===== src/rtl/slt_pkg.sv =====
// Shared definitions for the SLT binary-search self-check harness:
// FSM state encoding, comparator latency range and the offset-binary MSB mask helper.
package slt_pkg;

    localparam logic [1:0] S_IDLE  = 2'd0;
    localparam logic [1:0] S_PROBE = 2'd1;
    localparam logic [1:0] S_WAIT  = 2'd2;
    localparam logic [1:0] S_DONE  = 2'd3;

    typedef enum logic [1:0] {
        ST_IDLE  = S_IDLE,
        ST_PROBE = S_PROBE,
        ST_WAIT  = S_WAIT,
        ST_DONE  = S_DONE
    } state_t;

    // Largest supported comparator latency; also sizes the wait counter.
    localparam int CMP_LAT_MAX = 3;

    // Sign-bit mask used to move between two's complement and offset-binary (n <= 64).
    function automatic logic [63:0] msb_mask(input int unsigned n);
        return 64'd1 << (n - 1);
    endfunction

endpackage


===== src/rtl/slt_bsearch_step_ctr.sv =====
// Bit-index and comparator-latency counter for slt_bsearch.
// Produces the strobe at which cmp_lt is taken and flags the final bit.
module bsearch_step_ctr
    import slt_pkg::*;
#(
    parameter int N       = 32,
    parameter int CMP_LAT = 0
) (
    input  logic                  i_clk,
    input  logic                  i_rst,
    input  logic                  i_load,
    input  logic                  i_probe,
    input  logic                  i_wait,
    output logic                  o_sample,
    output logic                  o_last_bit,
    output logic [$clog2(N)-1:0]  o_bit_idx
);

    localparam int IW = $clog2(N);
    localparam int WW = $clog2(CMP_LAT_MAX + 1);
    localparam logic [WW-1:0] WCNT_LOAD = (CMP_LAT > 0) ? WW'(CMP_LAT - 1) : '0;

    logic [IW-1:0] r_idx;
    logic [WW-1:0] r_wcnt;

    // Answer is taken straight from PROBE with no latency, else when the wait counter expires.
    always_comb begin
        o_sample   = (i_probe && (CMP_LAT == 0)) || (i_wait && (r_wcnt == '0));
        o_last_bit = (r_idx == '0);
        o_bit_idx  = r_idx;
    end

    // Bit index counts N-1 down to 0; wait counter reloads on each PROBE and counts down in WAIT.
    always_ff @(posedge i_clk or posedge i_rst) begin
        if (i_rst) begin
            r_idx  <= '0;
            r_wcnt <= '0;
        end else if (i_load) begin
            r_idx  <= IW'(N - 1);
            r_wcnt <= '0;
        end else begin
            if (i_probe && (CMP_LAT != 0))
                r_wcnt <= WCNT_LOAD;
            else if (i_wait && (r_wcnt != '0))
                r_wcnt <= r_wcnt - 1'b1;
            if (o_sample && !o_last_bit)
                r_idx <= r_idx - 1'b1;
        end
    end

endmodule


===== src/rtl/slt_bsearch.sv =====
// SLT comparator initiator: rebuilds a signed key MSB-first by successive approximation,
// using only the less-than answers of an external comparator.
// Optional key/result check is built when SLT_BSEARCH_CHECK_EN is defined.
module slt_bsearch
    import slt_pkg::*;
#(
    parameter int N       = 32,
    parameter int CMP_LAT = 0
) (
    input  logic         clk,
    input  logic         rst,
    input  logic         start,
    input  logic [N-1:0] key,
    output logic [N-1:0] cmp_a,
    output logic [N-1:0] cmp_b,
    input  logic         cmp_lt,
    output logic         busy,
    output logic         done,
    output logic [N-1:0] result,
    output logic         mismatch
);

    localparam int IW = $clog2(N);
    localparam logic [N-1:0] MSB = N'(msb_mask(N));
    localparam logic [N-1:0] ONE = N'(1);

    state_t        r_state;
    state_t        w_state_next;
    logic [N-1:0]  r_key;
    logic [N-1:0]  r_acc;
    logic [N-1:0]  r_cmp_b;
    logic [N-1:0]  r_result;
    logic          r_busy;
    logic          r_done;

    logic          w_accept;
    logic          w_sample;
    logic          w_last_bit;
    logic [IW-1:0] w_bit_idx;
    logic [N-1:0]  w_bit_mask;
    logic [N-1:0]  w_acc_next;

    assign w_accept = (r_state == ST_IDLE) && start;

    bsearch_step_ctr #(
        .N       (N),
        .CMP_LAT (CMP_LAT)
    ) u_step_ctr (
        .i_clk      (clk),
        .i_rst      (rst),
        .i_load     (w_accept),
        .i_probe    (r_state == ST_PROBE),
        .i_wait     (r_state == ST_WAIT),
        .o_sample   (w_sample),
        .o_last_bit (w_last_bit),
        .o_bit_idx  (w_bit_idx)
    );

    // Resolve the current bit: key below the probe keeps it clear, otherwise it is set.
    always_comb begin
        w_bit_mask = ONE << w_bit_idx;
        w_acc_next = cmp_lt ? r_acc : (r_acc | w_bit_mask);
    end

    // State register.
    always_ff @(posedge clk or posedge rst) begin
        if (rst)
            r_state <= ST_IDLE;
        else
            r_state <= w_state_next;
    end

    // Next-state logic.
    always_comb begin
        w_state_next = r_state;
        case (r_state)
            ST_IDLE:  if (start) w_state_next = ST_PROBE;
            ST_PROBE: begin
                if (w_sample)
                    w_state_next = w_last_bit ? ST_DONE : ST_PROBE;
                else
                    w_state_next = ST_WAIT;
            end
            ST_WAIT:  if (w_sample) w_state_next = w_last_bit ? ST_DONE : ST_PROBE;
            ST_DONE:  w_state_next = ST_IDLE;
            default:  w_state_next = ST_IDLE;
        endcase
    end

    // Datapath: latch key, accumulate bits, drive the next probe, publish result with done.
    always_ff @(posedge clk or posedge rst) begin
        if (rst) begin
            r_key    <= '0;
            r_acc    <= '0;
            r_cmp_b  <= '0;
            r_result <= '0;
            r_busy   <= 1'b0;
            r_done   <= 1'b0;
        end else begin
            r_done <= 1'b0;
            if (w_accept) begin
                r_key   <= key;
                r_acc   <= '0;
                r_cmp_b <= MSB ^ MSB;   // first trial is the MSB alone, i.e. signed zero
                r_busy  <= 1'b1;
            end else if (w_sample) begin
                r_acc <= w_acc_next;
                if (w_last_bit) begin
                    r_busy   <= 1'b0;
                    r_done   <= 1'b1;
                    r_result <= w_acc_next ^ MSB;
                end else begin
                    r_cmp_b <= (w_acc_next | (w_bit_mask >> 1)) ^ MSB;
                end
            end
        end
    end

`ifdef SLT_BSEARCH_CHECK_EN
    logic r_mismatch;

    // Flag a comparator fault alongside done; cleared when a new search is accepted.
    always_ff @(posedge clk or posedge rst) begin
        if (rst)
            r_mismatch <= 1'b0;
        else if (w_accept)
            r_mismatch <= 1'b0;
        else if (w_sample && w_last_bit)
            r_mismatch <= ((w_acc_next ^ MSB) != r_key);
    end

    assign mismatch = r_mismatch;
`else
    assign mismatch = 1'b0;
`endif

    assign cmp_a  = r_key;
    assign cmp_b  = r_cmp_b;
    assign busy   = r_busy;
    assign done   = r_done;
    assign result = r_result;

endmodule


===== config.mk =====
export PLATFORM = sky130hd
export DESIGN_NAME = slt_bsearch
export DESIGN_NICKNAME = d
export VERILOG_FILES = /design/src/rtl/slt_pkg.sv /design/src/rtl/slt_bsearch_step_ctr.sv /design/src/rtl/slt_bsearch.sv
export SDC_FILE = /design/constraint.sdc
export NUM_CORES = 1
export LEC_CHECK = 0
export CORE_MARGIN = 8
export CORE_UTILIZATION = 30
export DETAILED_ROUTE_END_ITERATION = 8
export MAX_ROUTING_LAYER = met4
export SYNTH_ARGS = -nofsm -noshare
export SYNTH_HDL_FRONTEND = slang
export SYNTH_SLANG_ARGS = --single-unit

===== constraint.sdc =====
create_clock -name clk -period 12.9 [get_ports clk]
set_clock_uncertainty 0.1 [all_clocks]
set_input_delay 2.58 -clock clk [delete_from_list [all_inputs] [get_ports clk]]
set_output_delay 2.58 -clock clk [all_outputs]
set_load 0.01 [all_outputs]

# Word level (Yosys, flattened, before mapping)

Cells that the tools add are included.

Input port bits: 36
Word-level logic and storage cells: 62
Register bits: 139
Output and inout port bits: 99

Bitwise operators: 5
Add/subtract/negate cells: 2
Reduce and logical (&&, ||, !) cells: 18
Shift operators: 1
Muxes and demuxes: 21
Eq/ne operators: 6

Operator list:

| cell                                                                  | count |
|---|---|
| 32-bit two-way mux                                                    | 6 |
| 32-bit by 31-bit OR with 32-bit output                                | 1 |
| 32-bit OR                                                             | 1 |
| 1-bit by 5-bit left shift with 32-bit output, first input constant    | 1 |
| 2-bit two-way mux                                                     | 6 |
| 5-bit two-way mux                                                     | 2 |
| 2-bit nonzero test                                                    | 5 |
| 2-bit one-hot mux with 4 select lines                                 | 1 |
| 1-bit two-way mux                                                     | 6 |
| 2-bit AND reduction                                                   | 3 |
| 5-bit zero test                                                       | 1 |
| 5-bit by 1-bit subtractor with 5-bit output, second input constant    | 1 |
| 2-bit equality test, second input constant                            | 2 |
| 1-bit logical AND                                                     | 4 |
| 2-bit zero test                                                       | 2 |
| 2-bit != test, second input constant                                  | 2 |
| 1-bit NOT                                                             | 3 |
| 3-bit AND reduction                                                   | 1 |
| 2-bit by 1-bit equality test with 1-bit output, second input constant | 1 |
| 2-bit by 1-bit != test with 1-bit output, second input constant       | 1 |
| 2-bit by 1-bit subtractor with 2-bit output, second input constant    | 1 |
| 1-bit zero test                                                       | 1 |
| 1-bit logical OR                                                      | 1 |

# Longest topological paths before layout

Depth after elaboration: 8
Mapped depth: 8

# Modules after synthesis

A second synthesis with hierarchy kept.

Cells, all modules: 625
Area total of the unflattened synthesis: 6104.6 µm²

Modules (own cells, without submodules):

| module           | area each (µm²) | instances | cells an instance |
|---|---|---|---|
| slt_bsearch      | 5728.0          | 1         | 587 |
| bsearch_step_ctr | 376.6           | 1         | 38 |

# Worst setup path before layout

Ideal clock, no wire load.

Kind: input-to-reg
From: input cmp_lt
To: register r_cmp_b[19], in the netlist cmp_b[19]
Stages on the path: 6
Arrival time: 3.548 ns
Library setup time: 0.120 ns
Slack: 9.132 ns
Cells stage by stage: buf_2 -> and3b_1 -> clkbuf_1 -> a21oi_1 -> a21oi_1 -> a31o_2

Cells in the longest elaborated chain, start to end: 5

Ends and longest elaborated chain:

| what                                   | RTL line           | RTL |
|---|---|---|
| start: declaration                     | slt_bsearch.sv:16  | `input logic cmp_lt,` |
| 32-bit two-way mux                     | slt_bsearch.sv:62  | `w_acc_next = cmp_lt ? r_acc : (r_acc \| w_bit_mask);` |
| 32-bit by 31-bit OR with 32-bit output | slt_bsearch.sv:113 | `r_cmp_b <= (w_acc_next \| (w_bit_mask >> 1)) ^ MSB;` |
| 32-bit two-way mux                     | slt_bsearch.sv:108 | `if (w_last_bit) begin` |
| 32-bit two-way mux                     | slt_bsearch.sv:106 | `end else if (w_sample) begin` |
| 32-bit two-way mux                     | slt_bsearch.sv:101 | `if (w_accept) begin` |
| end signal: assignment                 | slt_bsearch.sv:104 | `r_cmp_b <= MSB ^ MSB;` |
| end signal: assignment                 | slt_bsearch.sv:113 |  |
| end: declaration                       | slt_bsearch.sv:31  | `logic [N-1:0] r_cmp_b;` |

No other way between the ends. The select of a mux whose other input is x is not followed.
A chain may end at the register's enable or synchronous reset.

# Worst setup path after layout

From: input cmp_lt
To: register r_cmp_b[7], in the netlist cmp_b[7]

Same word-level chain as after synthesis.

==> results.cfg <==
[critical_path]
start_kind = primary input
crit_chain = clkdlybuf4s50_1 -> nor3b_1 -> a21oi_1 -> a21oi_1 -> a31o_2
startpoint = cmp_lt
crit_path_frequent_cell = a21oi_1
critical_path_buf_inv_count = 1
crit_fanout = 11
crit_type = in -> reg
critPathSlowestCell = nor3b_1
arrival_ns = 4.39
required_ns = 13.15
crit_family = simple AND/OR/NAND/NOR gates
endpoint_kind = flop
slowest_delay_ns = 0.68
r2r-start = u_step_ctr.o_bit_idx[0]

[synthesis]
synthCells = 601
yosysMostFrequentCell = dfrtp_1
synth_common_cells = dfrtp_1 (139), nand2_1 (115), a21oi_1 (79)
synth_top_area_share = 0.592
synth_nets = 643
yosys_most_used_dff = dfrtp_1
ys_types = 40
synthArstFlopShare = 1.00
yosysSeqAreaShare = 0.592
avgSynthCellArea_um2 = 9.77
synth_area_um2 = 5870
synth.area.top_cells = dfrtp_1 (59%), nand2_1 (7.4%), a21oi_1 (6.7%), nor2_1 (3.0%), a22o_1 (2.5%)
ys_seq_elements = 139
synth_warnings = 0
synth_edf_count = 0
yosys.area.top_type = dfrtp_1

[layout]
n_fill_cell = 1898
syn2layout_area_growth_pct = 35.4
final_layout_size_suffix_gt1_frac = 0.0732
final_nets = 753
diodes = 0

[drt]
drtIter0Drc = 390
drt-total-wl_um = 16300
vias_per_cell = 4.75
dr_total_vias = 4696
dr.pass1.iters = 6
drc = 0
post_drt_wl_per_cell_um = 16.5
ant_nets = 0

[global_route]
grt_pass1_vias = 4670
grt_use_total = 0.141
antenna_found_initial = 0
gr-total-overflow = 0
grt_max_degree = 96
grt_pass1_wl_um = 26300

[placement]
gp_congestion = 0.747
io_buffers = 133
dpl.hpwl_um = 10900

[sta]
finalSetupViolCount = 0
slew_violations = 0
hold_viol = 0
tightest_slew_ns = 1.06
tns_ns = 0
max_freq_mhz = 242
rsz0062_at_grt = false
period_needed_ns = 4.14
min_period_over_period = 0.321
slew_headroom = 0.290

[hold_path]
hp-class = reg -> reg
worstHoldStart = cmp_a[0]

[floorplan]
fp.dieArea_um2 = 24300
die_h_um = 156
std_cell_rows = 51
start_util = 0.304
die_x_um = 156
core_area_um2 = 19300
io_pins = 135

[power]
ir_worst_vdd_uv = 127
pwr_density_cell_nw_per_um2 = 253
power.total_uw = 2010
p_leak_uw = 0.00348

[status]
status = complete, no violations

[clocking]
post_cts_resize_count = 0
cts_buffer_depth = 2
postCtsSetupRepairBufs = 0
clk_latency_ns = 0.41
postCtsHoldBufs = 0
numCtsBuffers = 17
cts_max_level = 4
clock-sinks = 139
cts_tree = done
root_buffer = clkbuf_16
path_clk_slew_ns = 0.06

[job]
maxCapViolations = 0
[per-stage QoR]
stage	cells	cell area, µm²	util	setup WS, ns	hold slack (ns)
final	989	7950	0.411	8.76	0.369
after floorplan	601	5870	-	6.50	0.367
after detailed placement	957	7370	0.381	8.22	0.361
after CTS	989	7950	0.411	8.68	0.377
after global routing	989	7950	0.411	8.44	0.393
after global placement	957	7370	0.381	8.23	0.358
[state kept, by name (all words and copies together) (netlist names)]
register	cells
busy	1
cmp_a	32
cmp_b	32
done	1
r_acc	32
r_state	2
result	32
u_step_ctr.o_bit_idx	5
u_step_ctr.r_wcnt	2
[where the power goes]
group | switching [µW] | internal, µW
Combinational | 393 | 379
Clock | 187 | 294
Sequential | 138 | 618
Total | 717 | 1290
[worst register-to-register path, stage by stage (launching register included)]
cell and delay (ns):
dfrtp_1 0.44, inv_1 0.15, ha_1 0.44, or4b_4 0.59, a21oi_4 0.13, buf_4 0.55
mux2_2 0.41
[routing by layer]
layer	wire length, µm	vias up	GRT usage	share of wire
met5	0	-	-	0
met3	1070	10	0.0418	0.065
met2	7770	142	0.212	0.48
met4	136	0	0.0393	0.0083
met1	7370	2260	0.182	0.45
li1	-	2284	-	-
[path summary, 6_finish.rpt]
kind | end | slack [ns] | depth (start not counted)
worst max-delay path | cmp_b[7] | 8.76 | 5
worst min-delay path | cmp_a[0] | 0.37 | 2
worst max register to register | result[31] | 9.97 | 6
worst min register to register | cmp_a[0] | 0.37 | 2
max in group asynchronous | cmp_a[30] | 8.78 | 3
min in group asynchronous | cmp_b[2] | 2.53 | 2
[kinds of logic after synthesis]
kind of cell	Yosys count	synth area share
buffers and inverters	57	0.0471
and+or+nand+nor	224	0.165
muxes	1	0.00192
AOI/OAI and AO/OA	173	0.181
other	1	0.000639
DFF	139	0.592
adders and majority gates	6	0.0128
[layout make-up]
class / instances / area, µm² / share of cell area
flip-flops and latches: 139 / 3480 / 0.438
inverters: 8 / 35.0 / 0.00441
clock buffers: 21 / 460 / 0.0579
well taps: 265 / 332 / 0.0417
multi-input cells: 405 / 2140 / 0.269
clock inverters: 11 / 119 / 0.0150
repair buffers: 140 / 1380 / 0.174
[cell usage in the layout, fill, tap and decap left out, drive strengths merged, types with 2 or more instances in the layout]
cell type | Yosys | routed
a211oi | 2 | 2
nor3b | 2 | 2
inv | 8 | 9
nor3 | 9 | 9
bufinv | 0 | 2
clkbuf | 19 | 21
a32o | 8 | 8
clkinv | 0 | 7
nand2b | 3 | 3
a31oi | 19 | 19
clkdlybuf4s50 | 0 | 133
dfrtp | 139 | 139
nor2 | 47 | 47
a21o | 3 | 3
nor2b | 6 | 6
a31o | 3 | 3
and2 | 6 | 6
a22o | 17 | 17
ha | 6 | 6
nand2 | 115 | 115
nand3 | 29 | 29
o21ai | 30 | 30
buf | 30 | 7
and3b | 2 | 2
a21oi | 86 | 86
(Power assumes the default switching activity.)
